[src/rtl/calc1_pkg.sv]
// calc1 request protocol constants and the port responder FSM encoding.
package calc1_pkg;

    localparam logic [3:0] CMD_NOP = 4'd0;
    localparam logic [3:0] CMD_ADD = 4'd1;
    localparam logic [3:0] CMD_SUB = 4'd2;
    localparam logic [3:0] CMD_LSH = 4'd5;
    localparam logic [3:0] CMD_RSH = 4'd6;

    localparam logic [1:0] RESP_NONE = 2'd0;
    localparam logic [1:0] RESP_OK   = 2'd1;
    localparam logic [1:0] RESP_ERR  = 2'd2;

    typedef enum logic [1:0] {
        S_IDLE,
        S_OPND2,
        S_WAIT,
        S_RESP
    } state_t;

endpackage

[src/rtl/calc1_port_responder_if.sv]
// Request/response bundle of one calc1 port.
// CALC1_STATS_EN adds the stat_ok/stat_err counters.
interface calc1_port_responder_if #(
    parameter int DW = 32
);

    logic [3:0]    req_cmd_in;
    logic [0:DW-1] req_data_in;
    logic [1:0]    out_resp;
    logic [0:DW-1] out_data;
    logic          busy;
`ifdef CALC1_STATS_EN
    logic [15:0]   stat_ok;
    logic [15:0]   stat_err;

    modport master (
        output req_cmd_in, req_data_in,
        input  out_resp, out_data, busy, stat_ok, stat_err
    );
    modport slave (
        input  req_cmd_in, req_data_in,
        output out_resp, out_data, busy, stat_ok, stat_err
    );
`else
    modport master (
        output req_cmd_in, req_data_in,
        input  out_resp, out_data, busy
    );
    modport slave (
        input  req_cmd_in, req_data_in,
        output out_resp, out_data, busy
    );
`endif

endinterface

[src/rtl/calc1_alu.sv]
// Combinational calc1 datapath: cmd/op1/op2 to result and response code.
// Error responses always carry zero data.
module calc1_alu
    import calc1_pkg::*;
#(
    parameter int DW = 32
) (
    input  logic [3:0]    cmd,
    input  logic [0:DW-1] op1,
    input  logic [0:DW-1] op2,
    output logic [0:DW-1] result,
    output logic [1:0]    status
);

    logic [DW:0] sum;
    logic [4:0]  amt;

    always_comb begin
        result = '0;
        status = RESP_ERR;
        sum    = {1'b0, op1} + {1'b0, op2};
        amt    = op2[DW-5:DW-1];
        unique case (1'b1)
            cmd == CMD_ADD: begin
                if (!sum[DW]) begin
                    status = RESP_OK;
                    result = sum[DW-1:0];
                end
            end
            cmd == CMD_SUB: begin
                if (op2 <= op1) begin
                    status = RESP_OK;
                    result = op1 - op2;
                end
            end
            cmd == CMD_LSH: begin
                status = RESP_OK;
                result = op1 << amt;
            end
            cmd == CMD_RSH: begin
                status = RESP_OK;
                result = op1 >> amt;
            end
            default: ;
        endcase
    end

endmodule

[src/rtl/calc1_port_responder.sv]
// Single-port calc1 responder: cmd+op1, op2, RESP_LAT wait, one response.
// CALC1_STATS_EN enables saturating ok/err response counters.
module calc1_port_responder
    import calc1_pkg::*;
#(
    parameter int RESP_LAT = 3,
    parameter int DW       = 32
) (
    input logic c_clk,
    input logic reset,
    calc1_port_responder_if.slave bus
);

    localparam logic [3:0] LAT_M1 = 4'(RESP_LAT - 1);

    state_t        state_q, state_d;
    logic [3:0]    cnt_q, cnt_d;
    logic [3:0]    cmd_q, cmd_d;
    logic [0:DW-1] op1_q, op1_d;
    logic [0:DW-1] op2_q, op2_src;
    logic [0:DW-1] res_q, res_d;
    logic [1:0]    st_q, st_d;
    logic [1:0]    resp_q, resp_d;
    logic [0:DW-1] data_q, data_d;
    logic          busy_q, busy_d;
    logic [0:DW-1] alu_res;
    logic [1:0]    alu_st;

    // op2 feeds the ALU live in its sample cycle so the result registers with it
    assign op2_src = (state_q == S_OPND2) ? bus.req_data_in : op2_q;

    calc1_alu #(.DW(DW)) u_alu (
        .cmd    (cmd_q),
        .op1    (op1_q),
        .op2    (op2_src),
        .result (alu_res),
        .status (alu_st)
    );

    always_comb begin
        state_d = state_q;
        cnt_d   = cnt_q;
        cmd_d   = cmd_q;
        op1_d   = op1_q;
        res_d   = res_q;
        st_d    = st_q;
        resp_d  = resp_q;
        data_d  = data_q;
        busy_d  = busy_q;
        unique case (state_q)
            S_IDLE: begin
                if (bus.req_cmd_in != CMD_NOP) begin
                    cmd_d   = bus.req_cmd_in;
                    op1_d   = bus.req_data_in;
                    busy_d  = 1'b1;
                    state_d = S_OPND2;
                end
            end
            S_OPND2: begin
                res_d = alu_res;
                st_d  = alu_st;
                cnt_d = LAT_M1;
                if (RESP_LAT == 1) begin
                    resp_d  = alu_st;
                    data_d  = alu_res;
                    state_d = S_RESP;
                end else begin
                    state_d = S_WAIT;
                end
            end
            S_WAIT: begin
                cnt_d = cnt_q - 4'd1;
                if (cnt_q == 4'd1) begin
                    resp_d  = st_q;
                    data_d  = res_q;
                    state_d = S_RESP;
                end
            end
            S_RESP: begin
                resp_d  = RESP_NONE;
                data_d  = '0;
                busy_d  = 1'b0;
                state_d = S_IDLE;
            end
            default: state_d = S_IDLE;
        endcase
    end

    always_ff @(posedge c_clk) begin
        if (reset) begin
            state_q <= S_IDLE;
            cnt_q   <= '0;
            cmd_q   <= '0;
            op1_q   <= '0;
            op2_q   <= '0;
            res_q   <= '0;
            st_q    <= RESP_NONE;
            resp_q  <= RESP_NONE;
            data_q  <= '0;
            busy_q  <= 1'b0;
        end else begin
            state_q <= state_d;
            cnt_q   <= cnt_d;
            cmd_q   <= cmd_d;
            op1_q   <= op1_d;
            op2_q   <= op2_src;
            res_q   <= res_d;
            st_q    <= st_d;
            resp_q  <= resp_d;
            data_q  <= data_d;
            busy_q  <= busy_d;
        end
    end

    assign bus.out_resp = resp_q;
    assign bus.out_data = data_q;
    assign bus.busy     = busy_q;

`ifdef CALC1_STATS_EN
    logic [15:0] ok_q;
    logic [15:0] err_q;

    // resp_d carries a response code only on the edge entering RESP
    always_ff @(posedge c_clk) begin
        if (reset) begin
            ok_q  <= '0;
            err_q <= '0;
        end else begin
            if (resp_d == RESP_OK && ok_q != 16'hFFFF)
                ok_q <= ok_q + 16'd1;
            if (resp_d == RESP_ERR && err_q != 16'hFFFF)
                err_q <= err_q + 16'd1;
        end
    end

    assign bus.stat_ok  = ok_q;
    assign bus.stat_err = err_q;
`endif

endmodule

[src/flat_wrapper.sv]
// flat-port wrapper written by rule: the top's interface ports become plain ports
module calc1_port_responder_flat import calc1_pkg::*;
#(
    parameter int RESP_LAT = 3,
    parameter int DW       = 32
)
  (c_clk, reset, bus_req_cmd_in, bus_req_data_in, bus_out_resp, bus_out_data, bus_busy);
  calc1_port_responder_if #(.DW(DW)) bus_i ();
  input logic c_clk;
  input logic reset;
  input wire logic [$bits(bus_i.req_cmd_in)-1:0] bus_req_cmd_in;
  input wire logic [$bits(bus_i.req_data_in)-1:0] bus_req_data_in;
  output wire logic [$bits(bus_i.out_resp)-1:0] bus_out_resp;
  output wire logic [$bits(bus_i.out_data)-1:0] bus_out_data;
  output wire logic [$bits(bus_i.busy)-1:0] bus_busy;
  assign bus_i.req_cmd_in = bus_req_cmd_in;
  assign bus_i.req_data_in = bus_req_data_in;
  assign bus_out_resp = bus_i.out_resp;
  assign bus_out_data = bus_i.out_data;
  assign bus_busy = bus_i.busy;
  calc1_port_responder #(.RESP_LAT(RESP_LAT), .DW(DW)) u_core (.c_clk(c_clk), .reset(reset), .bus(bus_i));
endmodule
[config.mk]
export PLATFORM = sky130hd
export DESIGN_NAME = calc1_port_responder_flat
export DESIGN_NICKNAME = d
export VERILOG_FILES = /design/src/rtl/calc1_pkg.sv /design/src/rtl/calc1_port_responder_if.sv /design/src/rtl/calc1_alu.sv /design/src/rtl/calc1_port_responder.sv /design/src/flat_wrapper.sv
export SDC_FILE = /design/constraint.sdc
export NUM_CORES = 1
export LEC_CHECK = 0
export CAP_MARGIN = 20
export CORE_MARGIN = 1
export CORE_UTILIZATION = 50
export CTS_BUF_LIST = sky130_fd_sc_hd__clkbuf_16
export CTS_CLUSTER_DIAMETER = 50
export DETAILED_ROUTE_END_ITERATION = 12
export GPL_TIMING_DRIVEN = 0
export PLACE_DENSITY = 0.68
export SETUP_SLACK_MARGIN = 0.05
export SYNTH_ARGS = -nofsm -noshare
export SYNTH_HDL_FRONTEND = slang
export SYNTH_SLANG_ARGS = --single-unit
[constraint.sdc]
create_clock -name c_clk -period 5.8 [get_ports c_clk]
set_input_delay 1.74 -clock c_clk [delete_from_list [all_inputs] [get_ports c_clk]]
set_output_delay 1.74 -clock c_clk [all_outputs]
set_load 0.01 [all_outputs]
==> results.sh <==
export IMPL_outcome="finished clean"
export IMPL_hold_viol_final=0
export IMPL_fin_skew_ns=0.0198
export IMPL_cts_tree="yes"
export IMPL_drive_above_1_share_pct=9.53
export IMPL_regToRegSetupSlack_ns=0.19
export IMPL_rows=57
export IMPL_initial_core_util_pct=51.1
export IMPL_final_nets=1885
export IMPL_synthTopCellsByArea="dfxtp_1, mux2i_1, ha_1"
export IMPL_period_share_pct=98.7
export IMPL_fp_dieW_um=160
export IMPL_drv_slew=0
export IMPL_htreeDepth=4
export IMPL_synth_seq_cells=143
export IMPL_area_growth_pct=18.0
export IMPL_endpoint="u_core.res_q[22]"
export IMPL_dieArea_um2=25700
export IMPL_port_buffer_count=72
export IMPL_first_iter_violations=1918
export IMPL_grt_max_degree=20
export IMPL_syn_area_per_cell_um2=7.50
export IMPL_crit_type="in2reg"
export IMPL_synth_top_area_share_pct=22.9
export IMPL_maxCapViolations=0
export IMPL_ys_types=82
export IMPL_fmax_mhz=175
export IMPL_rsz0062_at_grt="yes"
export IMPL_wl_mm=57.8
export IMPL_vias=14300
export IMPL_clk_pin_slew_worst_paths_ns=0.08
export IMPL_hp_class="reg2reg"
export IMPL_route_detailed_drc=0
export IMPL_slew_headroom_pct=19.8
export IMPL_yosysMostFrequentCell="nor2_1"
export IMPL_reg2regPathDepth=18
export IMPL_cts_hold_buffers=0
export IMPL_ant_nets=0
export IMPL_leakage_nw=6.01
export IMPL_period_minus_slack_ns=5.72
export IMPL_synth_nets=1782
export IMPL_firstDrtPassIters=6
export IMPL_grt_ovfl_total=0
export IMPL_cp_startpoint="bus_req_data_in[3]"
export IMPL_worstMarginPinSlew_ns=1.19
export IMPL_hpwl_mm=44.8
export IMPL_p_per_area_nw_per_um2=596
export IMPL_synth_common_cells="nor2_1, a21oi_1, nand2_1"
export IMPL_vdd_ir_drop_worst_mv=0.415
export IMPL_synth_main_ff_cell="dfxtp_1"
export IMPL_worst_slack_ns=0.0770
export IMPL_r2r_end="u_core.res_q[7]"
export IMPL_insertion_delay_ns=0.47
export IMPL_top_level_ports=73
export IMPL_async_flop_share_pct=0
export IMPL_wl_per_cell_um=27.4
export IMPL_die_h_um=160
export IMPL_place_ws_ns=-2.39
export IMPL_synth_largest_area_cell="dfxtp_1"
export IMPL_worstPathArrival_ns=6.05
export IMPL_globalplace_congestion=1.05
export IMPL_numCtsBuffers=17
export IMPL_core_area_um2=24500
export IMPL_ys_seq_area_share_pct=22.9
export IMPL_worstSetupStartpointType="input port"
export IMPL_synth_edf_count=0
export IMPL_final_util_pct=60.3
export IMPL_synth_warnings=0
export IMPL_grt_pass1_vias=13200
export IMPL_syn_cell_area_um2=12500
export IMPL_cts_num_sinks=143
export IMPL_synth_cells=1668
export IMPL_grt_pass1_wl_mm=84.4
export IMPL_clk_root_buffer_cell="clkbuf_16"
export IMPL_antenna_found_initial=5
export IMPL_setup_violations=0
export IMPL_cts_max_path_buffers=2
export IMPL_cp_max_fo=11
export IMPL_vias_per_cell=6.79
export IMPL_track_usage_pct=44.4
export IMPL_end_kind="flop"
export IMPL_crit_required_ns=6.13
export IMPL_reg2reg_from="u_core.state_q[1]"
==> worst min path at each step <==
stage                                start          endpoint  slack [ns]  cells past startpoint
after floorplan           u_core.res_q[16]  u_core.res_q[16]        0.42                      2
after global placement    u_core.res_q[16]  u_core.res_q[16]        0.43                      2
after detailed placement  u_core.res_q[30]  u_core.res_q[30]        0.44                      2
after CTS                 u_core.res_q[30]  u_core.res_q[30]        0.46                      2
after global routing      u_core.res_q[24]  u_core.res_q[24]        0.48                      2
final                     u_core.res_q[30]  u_core.res_q[30]        0.45                      2
==> flip-flops by register name, summed over array words and instances (netlist names) <==
register             cells
u_core.bus.out_data     32
u_core.op1_q            32
u_core.op2_q            32
u_core.res_q            32
u_core.cmd_q             4
u_core.cnt_q             4
u_core.bus.out_resp      2
u_core.st_q              2
u_core.state_q           2
u_core.bus.busy          1
==> metrics by stage <==
| stage | cells | hold slack [ns] | total power [W] | area, um2 | TNS [ns] |
|---|---|---|---|---|---|
| 5_1_grt | 2108 | 0.476 | 0.00910 | 14800 | 0 |
| 4_1_cts | 2100 | 0.456 | 0.00831 | 14600 | 0 |
| 3_5_place_dp | 2065 | 0.436 | 0.00691 | 13600 | -65.90 |
| 3_3_place_gp | 2064 | 0.429 | 0.00688 | 13600 | -67.24 |
| 6_report | 2110 | 0.453 | 0.00879 | 14800 | 0 |
| 2_1_floorplan | 1668 | 0.417 | 0.00504 | 12500 | 0 |
==> critical path, cell delays in order <==
cell	delay (ns)
clkdlybuf4s50_1	0.50
mux2i_4	0.31
inv_2	0.20
clkbuf_2	0.35
ha_1	0.37
buf_2	0.21
o211ai_1	0.14
o21ai_2	0.30
o2111ai_2	0.20
a21oi_4	0.27
o21ai_4	0.14
o21ai_4	0.24
buf_2	0.32
o221ai_1	0.20
a211oi_2	0.43
o21ai_0	0.13
==> cells by family after synthesis <==
logic type	share of synthesized area (%)
XOR/XNOR	0.980
buffers and inverters	6.58
AND/OR/NAND/NOR	20.4
AO/OA/AOI/OAI	26.5
adder cells (fa/ha/maj)	7.66
multiplexers	15.0
flip-flops	22.9
==> cell type report <==
cell class | instances | area (um2)
clock inverters | 15 | 194
diodes | 2 | 5.00
well taps | 324 | 405
multi-input cells | 1325 | 9140
fillers | 2189 | 9700
flip-flops and latches | 143 | 2860
inverters | 74 | 284
plain buffers | 123 | 609
clock buffers | 17 | 425
repair buffers | 87 | 832
==> per-layer routing <==
layer	vias up	share of wire [%]	global-route usage, %
met3	208	12	10.8
met5	-	0.057	0
met2	1041	43	67.7
li1	6304	-	-
met4	4	6.1	23.9
met1	6773	39	57.6
==> repair_timing <==
action / 4_1_cts / 5_1_grt
gates resized for setup: 73 / 28
setup endpoints to repair: 34 / 34
pin swaps: 10 / 11
setup buffers: 6 / 7
==> layout by cell type, fill, tap and decap left out, types with 11 or more instances in the layout <==
master	n
nor2_1	206
nand2_1	161
a21oi_1	154
mux2i_1	152
dfxtp_1	143
o21ai_0	79
clkbuf_1	74
ha_1	74
clkdlybuf4s50_1	70
inv_1	67
nand3_1	38
nor3b_1	36
nor3_1	24
buf_4	23
o211ai_1	23
a31oi_1	21
buf_2	18
o21bai_1	18
clkbuf_16	17
nor2b_1	15
a211oi_1	15
a21o_1	13
a221o_1	13
a22oi_1	12
o221ai_1	12
nand2b_1	11
nand4_1	11
==> power breakdown <==
part / leakage (nW) / switching, W / internal, W / total [W]
registers: 1.16 / 0.000227 / 0.00113 / 0.00136
logic: 4.55 / 0.00423 / 0.00202 / 0.00625
clock network: 0.299 / 0.000597 / 0.000587 / 0.00118
Power figures use the tool's default switching activity.
